## src/rtl/seg_disp_pkg.sv

```systemverilog
// -----------------------------------------------------------------------------
// seg_disp_pkg
//   Shared types and helpers for the seven-segment display arbiter.
//   - state_e      : arbiter FSM states
//   - NUM_REQ      : number of content sources sharing the display
//   - REQ_*        : requester indices (bit positions in req / grant)
//   - winner_idx   : index of the highest-priority set request
//   - grant_idx    : index of the set bit in a one-hot grant
//   - above_mask   : request bits that outrank a given owner
//   - onehot       : index -> one-hot grant
// -----------------------------------------------------------------------------
package seg_disp_pkg;

    localparam int NUM_REQ    = 3;
    localparam int REQ_NORMAL = 0;
    localparam int REQ_MENU   = 1;
    localparam int REQ_ALERT  = 2;

    typedef enum logic [1:0] {
        IDLE  = 2'd0,
        SERVE = 2'd1,
        HOLD  = 2'd2
    } state_e;

    // Fixed priority: alert > menu > normal. Returns 0 when req is empty;
    // callers check |req before using the result.
    function automatic logic [1:0] winner_idx(input logic [NUM_REQ-1:0] req);
        if (req[REQ_ALERT])     return 2'(REQ_ALERT);
        else if (req[REQ_MENU]) return 2'(REQ_MENU);
        else                    return 2'(REQ_NORMAL);
    endfunction

    function automatic logic [1:0] grant_idx(input logic [NUM_REQ-1:0] g);
        if (g[REQ_ALERT])     return 2'(REQ_ALERT);
        else if (g[REQ_MENU]) return 2'(REQ_MENU);
        else                  return 2'(REQ_NORMAL);
    endfunction

    function automatic logic [NUM_REQ-1:0] above_mask(input logic [1:0] idx);
        case (idx)
            2'd0:    return 3'b110;
            2'd1:    return 3'b100;
            default: return 3'b000;
        endcase
    endfunction

    function automatic logic [NUM_REQ-1:0] onehot(input logic [1:0] idx);
        return 3'b001 << idx;
    endfunction

endpackage

```

## src/rtl/seg_blink_gen.sv

```systemverilog
// -----------------------------------------------------------------------------
// seg_blink_gen
//   Blink phase generator. A counter runs 0..BLINK_DIV-1 while `run` is high
//   and the phase toggles on each wrap. `clear` (grant change) or `run` low
//   forces counter and phase back to 0 so new content starts fully visible.
//
//   Ports:
//     clk   in   system clock
//     rst   in   synchronous active-high reset
//     clear in   restart the blink cycle on this edge
//     run   in   display owned on the coming cycle; low freezes at 0
//     phase out  phase value that takes effect on the coming edge; the parent
//                registers its digit mask from this so the mask and the phase
//                register change on the same edge
// -----------------------------------------------------------------------------
module seg_blink_gen
    import seg_disp_pkg::*;
#(
    parameter int BLINK_DIV = 50_000_000
) (
    input  logic clk,
    input  logic rst,
    input  logic clear,
    input  logic run,
    output logic phase
);

    localparam int CW = (BLINK_DIV > 1) ? $clog2(BLINK_DIV) : 1;
    localparam logic [CW-1:0] CNT_LAST = CW'(BLINK_DIV - 1);

    logic [CW-1:0] cnt_q, cnt_d;
    logic          phase_q, phase_d;

    always_comb begin
        cnt_d   = cnt_q;
        phase_d = phase_q;
        if (clear || !run) begin
            cnt_d   = '0;
            phase_d = 1'b0;
        end else if (cnt_q == CNT_LAST) begin
            cnt_d   = '0;
            phase_d = ~phase_q;
        end else begin
            cnt_d = cnt_q + 1'b1;
        end
    end

    always_ff @(posedge clk) begin
        if (rst) begin
            cnt_q   <= '0;
            phase_q <= 1'b0;
        end else begin
            cnt_q   <= cnt_d;
            phase_q <= phase_d;
        end
    end

    assign phase = phase_d;

endmodule

```

## src/rtl/seg_display_arbiter.sv

```systemverilog
// -----------------------------------------------------------------------------
// seg_display_arbiter
//   Shares one 8-digit scanned seven-segment display among three sources
//   (alert > menu > normal). Grants by fixed priority, holds a menu/alert
//   view for HOLD_CYCLES after its request drops, and drives the registered
//   nibble word and per-digit enable mask to the scan driver.
//
//   Build option: define SEG_ARB_BLINK_EN to include per-digit blinking.
//   Without it blink_mask is ignored and digit_en is FF while owned.
//
//   Ports:
//     clk          in   system clock
//     rst          in   synchronous active-high reset
//     req[2:0]     in   display requests (2 alert, 1 menu, 0 normal)
//     show_in[95:0] in  candidate words, requester i at [32i+31:32i]
//     blink_mask[23:0] in per-digit blink enables, requester i at [8i+7:8i]
//     grant[2:0]   out  one-hot owner, 000 when idle (registered)
//     show[31:0]   out  owner's word (registered)
//     digit_en[7:0] out visible-digit mask (registered)
//     switch_pulse out  one-cycle pulse on every grant change (registered)
// -----------------------------------------------------------------------------
module seg_display_arbiter
    import seg_disp_pkg::*;
#(
    parameter int BLINK_DIV   = 50_000_000,
    parameter int HOLD_CYCLES = 200_000_000
) (
    input  logic                   clk,
    input  logic                   rst,
    input  logic [NUM_REQ-1:0]     req,
    input  logic [NUM_REQ*32-1:0]  show_in,
    input  logic [NUM_REQ*8-1:0]   blink_mask,
    output logic [NUM_REQ-1:0]     grant,
    output logic [31:0]            show,
    output logic [7:0]             digit_en,
    output logic                   switch_pulse
);

    localparam int HW = (HOLD_CYCLES > 1) ? $clog2(HOLD_CYCLES) : 1;
    localparam logic [HW-1:0] HOLD_LOAD = HW'(HOLD_CYCLES - 1);

    state_e             state_q, state_d;
    logic [NUM_REQ-1:0] grant_q, grant_d;
    logic [HW-1:0]      hold_q, hold_d;
    logic [31:0]        show_q, show_d;
    logic [7:0]         digit_en_q, digit_en_d;
    logic               switch_pulse_q, switch_pulse_d;

    logic [1:0]         own_idx;    // current owner
    logic [1:0]         win_idx;    // highest pending request
    logic               higher;     // a request outranks the current owner
    logic               owned_d;    // display owned after this edge
    logic [1:0]         nxt_idx;    // owner after this edge
    logic               grant_chg;

    // ------------------------------------------------------------------------
    // Arbitration FSM
    // ------------------------------------------------------------------------
    always_comb begin
        own_idx = grant_idx(grant_q);
        win_idx = winner_idx(req);
        higher  = |(req & above_mask(own_idx));

        state_d = state_q;
        grant_d = grant_q;
        hold_d  = '0;

        case (state_q)
            IDLE: begin
                if (|req) begin
                    state_d = SERVE;
                    grant_d = onehot(win_idx);
                end else begin
                    grant_d = '0;
                end
            end

            SERVE: begin
                if (higher) begin
                    grant_d = onehot(win_idx);
                end else if (req[own_idx]) begin
                    state_d = SERVE;
                end else if (own_idx != 2'(REQ_NORMAL)) begin
                    state_d = HOLD;
                    hold_d  = HOLD_LOAD;
                end else if (|req) begin
                    // Normal owner dropped: hand straight to the next winner.
                    grant_d = onehot(win_idx);
                end else begin
                    state_d = IDLE;
                    grant_d = '0;
                end
            end

            HOLD: begin
                // Preemption and owner reassert are checked before expiry so
                // that a coincident expiry never causes a second grant change.
                if (higher) begin
                    state_d = SERVE;
                    grant_d = onehot(win_idx);
                end else if (req[own_idx]) begin
                    state_d = SERVE;
                end else if (hold_q == '0) begin
                    // Only lower-priority requests can be pending here.
                    if (|req) begin
                        state_d = SERVE;
                        grant_d = onehot(win_idx);
                    end else begin
                        state_d = IDLE;
                        grant_d = '0;
                    end
                end else begin
                    hold_d = hold_q - 1'b1;
                end
            end

            default: begin
                state_d = IDLE;
                grant_d = '0;
            end
        endcase
    end

    assign owned_d   = (state_d != IDLE);
    assign nxt_idx   = grant_idx(grant_d);
    assign grant_chg = (grant_d != grant_q);

    // ------------------------------------------------------------------------
    // Output word and digit mask, computed for the owner after this edge so
    // they line up with grant.
    // ------------------------------------------------------------------------
`ifdef SEG_ARB_BLINK_EN
    logic blink_phase;

    seg_blink_gen #(
        .BLINK_DIV (BLINK_DIV)
    ) u_blink (
        .clk   (clk),
        .rst   (rst),
        .clear (grant_chg),
        .run   (owned_d),
        .phase (blink_phase)
    );

    always_comb begin
        digit_en_d = 8'h00;
        if (owned_d)
            digit_en_d = ~(blink_mask[{nxt_idx, 3'b000} +: 8] & {8{blink_phase}});
    end
`else
    // Blinking is compiled out; these sinks keep the unused inputs tidy.
    localparam int BLINK_DIV_unused = BLINK_DIV;
    logic blink_mask_unused;
    assign blink_mask_unused = ^blink_mask;

    always_comb begin
        digit_en_d = owned_d ? 8'hFF : 8'h00;
    end
`endif

    always_comb begin
        show_d         = owned_d ? show_in[{nxt_idx, 5'b00000} +: 32] : 32'h0;
        switch_pulse_d = grant_chg;
    end

    // ------------------------------------------------------------------------
    // State registers
    // ------------------------------------------------------------------------
    always_ff @(posedge clk) begin
        if (rst) begin
            state_q        <= IDLE;
            grant_q        <= '0;
            hold_q         <= '0;
            show_q         <= '0;
            digit_en_q     <= 8'h00;
            switch_pulse_q <= 1'b0;
        end else begin
            state_q        <= state_d;
            grant_q        <= grant_d;
            hold_q         <= hold_d;
            show_q         <= show_d;
            digit_en_q     <= digit_en_d;
            switch_pulse_q <= switch_pulse_d;
        end
    end

    assign grant        = grant_q;
    assign show         = show_q;
    assign digit_en     = digit_en_q;
    assign switch_pulse = switch_pulse_q;

endmodule

```

## config.mk

```make
export PLATFORM = sky130hd
export DESIGN_NAME = seg_display_arbiter
export DESIGN_NICKNAME = d
export VERILOG_FILES = /design/src/rtl/seg_disp_pkg.sv /design/src/rtl/seg_blink_gen.sv /design/src/rtl/seg_display_arbiter.sv
export SDC_FILE = /design/constraint.sdc
export NUM_CORES = 1
export LEC_CHECK = 0
export CORE_ASPECT_RATIO = 0.8
export CORE_UTILIZATION = 47
export DETAILED_ROUTE_END_ITERATION = 8
export PLACE_DENSITY = 0.91
export SLEW_MARGIN = 40
export SYNTH_ARGS = -nofsm -noshare
export SYNTH_HDL_FRONTEND = slang
export SYNTH_SLANG_ARGS = --single-unit
```

## constraint.sdc

```tcl
create_clock -name clk -period 2.6 [get_ports clk]
set_input_delay 0.52 -clock clk [delete_from_list [all_inputs] [get_ports clk]]
set_output_delay 0.52 -clock clk [all_outputs]
set_load 0.03 [all_outputs]
```

==> flow_summary.ini, run 1 <==
[drt]
drc = 0
antenna_left = 0
drt_wl_total_microns = 15620
via_per_inst = 6.062
drt_iter0_drc = 473
dr.pass1.iters = 5
vias = 5401
routedWlPerCell_microns = 17.53

[place]
io_buffers = 144
place.gp.congestion = 0.8741
dp_hpwl_microns = 10660

[sta]
max_slew_margin_pct = 67.68
worstMarginPinSlew_ns = 0.4811
max_freq_mhz = 394.2
period_share_pct = 97.56
finClkSkew_ns = 0.009681
slew_violations = 0
post-route-min-period_ns = 2.537
finalSetupTns_ns = 0
setup_viol = 0
timing.final.hold_violations = 0

[grt]
grt_overflow = 0
grt_max_degree = 97
grt_pass1_vias = 4960
antenna_found_initial = 0
track_usage_pct = 26.60
grt_pass1_wl_microns = 24000

[final_layout]
final_common_cell = clkdlybuf4s50_1
final_cell_mix = 144 x clkdlybuf4s50_1, 87 x nor2_1, 87 x o21ai_0
fill_cells = 758
layout-drive-gt1-share_pct = 13.72
nets = 876
syn_to_final_growth_pct = 38.48
antenna_cells = 0

[cts]
clkTransAtPathRegs_ns = 0.07
numCtsBuffers = 9
clockRootBuffer = clkbuf_16
cts.sinks = 67
cts_tree = built
clkLatencyLatePin_ns = 0.34
cts.path.max_buffers = 2
ctsHtreeMaxLevel = 3
ctsHoldBuffers = 0

[hold_path]
worstHoldStart = hold_q[0]$_SDFF_PP0_
hold_class = reg2reg
holdPathStages = 1
whs_endpoint = hold_q[0]$_SDFF_PP0_

[power]
power.density_nw_per_um2 = 567.9
seq_power_share_pct = 29.4
vdd_ir_drop_max_mv = 0.3411
p_int_mw = 2.570
combPwrFrac_pct = 38.3
clkPwrFrac_pct = 32.3
power.total_mw = 3.979
leakage_nw = 2.560
p_sw_mw = 1.409
swShare_pct = 35.42

[run_status]
status = completed

[logic_synthesis]
syn_area_sq_um = 5060
synth-edff-count = 0
async_flop_share_pct = 0
synth_fp_nets = 756
ys_warn_count = 0
yosysSeqAreaShare_pct = 26.51
netlist_top_cells_area = dfxtp_1 27%, o21ai_0 8.6%, a211oi_2 6.9%, a311o_1 6.5%, nor2_1 6.5%
synth.distinct_cells = 64
synth_ff_type = dfxtp_1
synth-seq-cells = 67
synth_top_area_share_pct = 26.51
syn_avg_cell_area_sq_um = 8.083
yosysTopAreaCell = dfxtp_1
syn_inst = 626

[worst_setup_path]
cp-start-kind = register
ff2ff_path_depth = 7
critPathMaxFanout = 47
r2r-start = hold_q[21]$_SDFF_PP0_
critPathKind = reg2reg
r2r_end = show[14]$_SDFF_PP0_
worstPathRequired_ns = 2.85
cp.arrival_ns = 2.79
cp-end-kind = register
rrSetupSlack_ns = 0.06

[die]
core-area_sq_um = 10360
io_pins = 169
die_x_microns = 118.0
die_height_microns = 94.81
start_util_pct = 48.82
fp-row-count = 33
die-area_sq_um = 11190

[run]
max-cap-violations = 0
-- timing repair --
item / in CTS / in global routing
setup endpoints to repair: 0 / 33
resized for setup: 0 / 6
setup buffers: 0 / 0
-- synth_stat cells (3+ instances only) --
cell type / count
nand3_1: 4
xnor2_1: 20
dfxtp_1: 67
buf_2: 13
a21oi_1: 5
a211oi_2: 28
o21ai_0: 87
nor4_1: 41
a211oi_1: 5
nor2b_1: 35
nand2_1: 13
nor3_1: 16
inv_1: 11
buf_4: 13
clkbuf_1: 38
a311o_1: 33
buf_12: 3
ha_1: 5
xor2_1: 5
buf_6: 4
or3_1: 4
nand2b_1: 3
or4_4: 3
nor2_1: 87
mux2i_1: 32
-- sequential cells by signal, indices dropped and copies added, names as in the netlist --
name and flops:
switch_pulse 1, show 32, hold_q 28, grant 3, digit_en 1, state_q 2
-- how the worst max path moves through the flow --
stage	slack, ns	cells after the start	endpoint	start
after floorplan	0.20	12	show[24]$_SDFF_PP0_	hold_q[0]$_SDFF_PP0_
after global placement	-0.003	8	show[1]$_SDFF_PP0_	req[2]
after detailed placement	-0.09	8	hold_q[8]$_SDFF_PP0_	req[2]
after CTS	0.04	10	show[14]$_SDFF_PP0_	hold_q[0]$_SDFF_PP0_
after global routing	-0.02	10	switch_pulse$_SDFF_PP0_	hold_q[0]$_SDFF_PP0_
final	0.06	7	show[14]$_SDFF_PP0_	hold_q[21]$_SDFF_PP0_
-- metrics by stage --
stage          std cells  hold slack (ns)  setup WS, ns  cell area, sq um  utilization (%)
2_1_floorplan        626           0.4624        0.1988              5060                -
3_3_place_gp         875           0.4807     -0.003296              6673            64.38
3_5_place_dp         875           0.5017      -0.08763              6673            64.38
4_1_cts              891           0.5137       0.03502              6979            67.34
5_1_grt              891           0.5506      -0.01500              7007            67.61
6_report             891           0.5140       0.06333              7007            67.61
-- power groups by stage --
stage	clock network, mW	registers, mW	logic (mW)
after floorplan	0	1.37	0.789
after global placement	0	1.19	1.44
after detailed placement	0	1.19	1.49
after CTS	1.29	1.17	1.50
after global routing	1.34	1.18	1.61
final	1.29	1.17	1.52
-- routing by layer --
layer	up-vias	routed length [microns]	track usage, %	part of all wire (%)
li1	2539	-	-	-
met1	2564	6552	32.85	42
met2	248	7482	44.80	48
met3	50	1038	5.978	6.6
met5	-	0	0	0
met4	0	548	11.54	3.5
-- layout make-up --
cell class,count,area (sq um),area share [%]
clock buffers,9,225.2,3.214
well taps,140,175.2,2.500
flip-flops and latches,67,1341,19.14
multi-input cells,473,3271,46.68
repair buffers,182,1864,26.61
clock inverters,7,81.33,1.161
inverters,13,48.80,0.6964
-- logic make-up (layout without fill, tap and decap cells) --
kind of cell / Yosys count / in the layout / synth area share, %
AOI/OAI and AO/OA: 184 / 184 / 28.17
muxes: 32 / 32 / 6.330
buffers and inverters: 86 / 211 / 9.520
and+or+nand+nor: 227 / 227 / 23.91
adders and majority gates: 5 / 5 / 1.236
xor gates and xnor gates: 25 / 25 / 4.327
DFF: 67 / 67 / 26.51
-- worst max-delay path: stages, from the launching register on --
cell and delay [ns]:
dfxtp_1 0.35, or4_4 0.60, nor4_4 0.29, and4_4 0.34, buf_12 0.22, nor4_1 0.08, a311o_1 0.37, a211oi_2 0.19
(Power assumes the default switching activity.)
==> run 2: changes to the inputs <==
- GPL_TIMING_DRIVEN: not set -> 0
==> run 2 against run 1 <==
The run now ends with negative setup slack left. Critical endpoint is now show[30]$_SDFF_PP0_. Fmax is 2.7% lower. Sequential power about the same. Highest routed layer is now met5. Cell area is 3.7% higher. Worst setup slack lost 0.072 ns. Clock skew is 0.0016 ns lower. Power up 4.9%. Critical path depth is 3 higher. Clock-buffer cell count increased by 1. Register-to-register slack got worse by 0.07 ns. Sequential share of layout area fell by 0.64 points.
==> flow_summary.ini, run 2 (synthesized netlist as in run 1, its figures left out) <==
[sta]
worstMarginPinSlew_ns = 0.7398
finClkSkew_ns = 0.008046
max_freq_mhz = 383.4
slew_violations = 0
rsz0062_at_grt = true
max_slew_margin_pct = 50.50
period_share_pct = 100.3
holdWs_ns = 0.4840
post-route-min-period_ns = 2.608
setup_viol = 4
fin_ws_ns = -0.008324
finalSetupTns_ns = -0.02045
timing.final.hold_violations = 0

[final_layout]
layout-drive-gt1-share_pct = 17.29
largest_reg_flops = 32
nets = 923
antenna_cells = 0
fill_cells = 727
final_cell_mix = 141 x clkdlybuf4s50_1, 87 x o21ai_0, 86 x nor2_1
final_common_cell = clkdlybuf4s50_1
final_cell_area_sq_um = 7269
syn_to_final_growth_pct = 43.67

[die]
die-area_sq_um = 11190
fp-row-count = 33
die_x_microns = 118.0
start_util_pct = 48.82
die_height_microns = 94.81
core-area_sq_um = 10360
io_pins = 169

[cts]
clockRootBuffer = clkbuf_16
cts_tree = built
clkTransAtPathRegs_ns = 0.05
clkLatencyLatePin_ns = 0.34
cts.path.max_buffers = 2
ctsHtreeMaxLevel = 3
cts.sinks = 67
ctsHoldBuffers = 0
numCtsBuffers = 9

[hold_path]
hold_class = reg2reg
worstHoldStart = hold_q[0]$_SDFF_PP0_

[place]
dp_hpwl_microns = 12730
place_area_sq_um = 6676
place.gp.congestion = 0.9466
io_buffers = 144

[worst_setup_path]
critPathMaxFanout = 7
r2r-start = hold_q[0]$_SDFF_PP0_
cpLargestDelayFamily = compound AO/OA/AOI/OAI gates
cp-start-kind = register
critPathLaunch = hold_q[0]$_SDFF_PP0_
cp-end-kind = register
critPathKind = reg2reg
cp.arrival_ns = 2.82
path_buf_inv = 3
worstPathRequired_ns = 2.82
slowest_stage = o31ai_4
crit_chain = inv_1 -> ha_4 -> nor4b_4 -> and4_1 -> buf_6 -> a31oi_1 -> o21a_2 -> o31ai_4 -> buf_2 -> a211oi_2
critPathMaxStageDelay_ns = 0.46

[drt]
vias = 6015
routedWlPerCell_microns = 19.71
drt_wl_total_microns = 18490
antenna_left = 0
drc = 0
drt_iter0_drc = 696
dr.pass1.iters = 6
via_per_inst = 6.413

[power]
vdd_ir_drop_max_mv = 0.3612
p_sw_mw = 1.456
swShare_pct = 34.90
seq_power_share_pct = 28.0
p_int_mw = 2.716
combPwrFrac_pct = 40.5
clkPwrFrac_pct = 31.4
power.density_nw_per_um2 = 573.9
leakage_nw = 2.721

[run]
max-cap-violations = 0

[grt]
grt_max_degree = 13
track_usage_pct = 31.23
grt_pass1_wl_microns = 27860
grt_pass1_vias = 5673
grt_overflow = 0
antenna_found_initial = 0

[run_status]
status = complete, but fails checks
violations = negative setup slack
[run 2: cell count changes in the layout (fill, tap and decap cells not counted), moves of 4 or more]
| cell | delta |
|---|---|
| buf_2 | +14 |
| buf_6 | +8 |
| clkbuf_2 | +11 |
| ha_4 | +4 |
| buf_12 | -8 |
| clkbuf_1 | +20 |
[run 2: stage by stage]
| step | cells | power, mW | utilization (%) | setup WS, ns |
|---|---|---|---|---|
| 2_1_floorplan | 626 | 2.157 | - | 0.1988 |
| 3_3_place_gp | 910 | 2.697 | 64.42 | -0.6674 |
| 3_5_place_dp | 910 | 2.744 | 64.42 | -0.6861 |
| 4_1_cts | 927 | 4.079 | 68.32 | -0.01264 |
| 5_1_grt | 938 | 4.311 | 70.14 | -0.05709 |
| 6_report | 938 | 4.172 | 70.14 | -0.008324 |
[run 2: per-layer routing]
metal  global-route usage, %  share of wire, %  vias up
li1                        -                 -     2633
met4                   14.64               4.3        2
met3                   7.488                11      115
met5                       0              0.19        -
met2                   52.01                46      508
met1                   38.36                39     2757
[run 2: worst paths after layout]
| path | endpoint | slack [ns] | cells past startpoint |
|---|---|---|---|
| hold / removal | hold_q[0]$_SDFF_PP0_ | 0.48 | 1 |
| setup reg to reg | show[30]$_SDFF_PP0_ | -0.008 | 10 |
| hold reg to reg | hold_q[0]$_SDFF_PP0_ | 0.48 | 1 |
| setup / recovery | show[30]$_SDFF_PP0_ | -0.008 | 10 |
[run 2: power groups by stage]
| stage | clock [mW] | sequential (mW) | combinational, mW |
|---|---|---|---|
| after floorplan | 0 | 1.37 | 0.789 |
| after global placement | 0 | 1.18 | 1.51 |
| after detailed placement | 0 | 1.19 | 1.56 |
| after CTS | 1.32 | 1.17 | 1.59 |
| after global routing | 1.36 | 1.18 | 1.77 |
| final | 1.31 | 1.17 | 1.69 |
[run 2: cell type report]
class / instances / area, sq um / area share [%]
sequential: 67 / 1345 / 18.50
inverter: 13 / 48.80 / 0.6713
tap: 140 / 175.2 / 2.410
clock inverter: 6 / 90.09 / 1.239
buffer: 70 / 481.7 / 6.627
timing repair buffer: 158 / 1548 / 21.29
clock buffer: 10 / 229.0 / 3.150
multi-input combinational: 474 / 3352 / 46.11
[run 2: what timing repair did]
| action | in CTS | in global routing |
|---|---|---|
| pin swaps | 1 | 2 |
| resized for setup | 25 | 36 |
| endpoints found under the setup margin | 65 | 54 |
| setup buffers | 3 | 9 |
| gates cloned | 0 | 3 |
==> run 3: changes to the inputs <==
- TNS_END_PERCENT: not set -> 100
==> results of run 3 <==
Same layout as run 2: the final DEF is identical, and so are final timing and power.
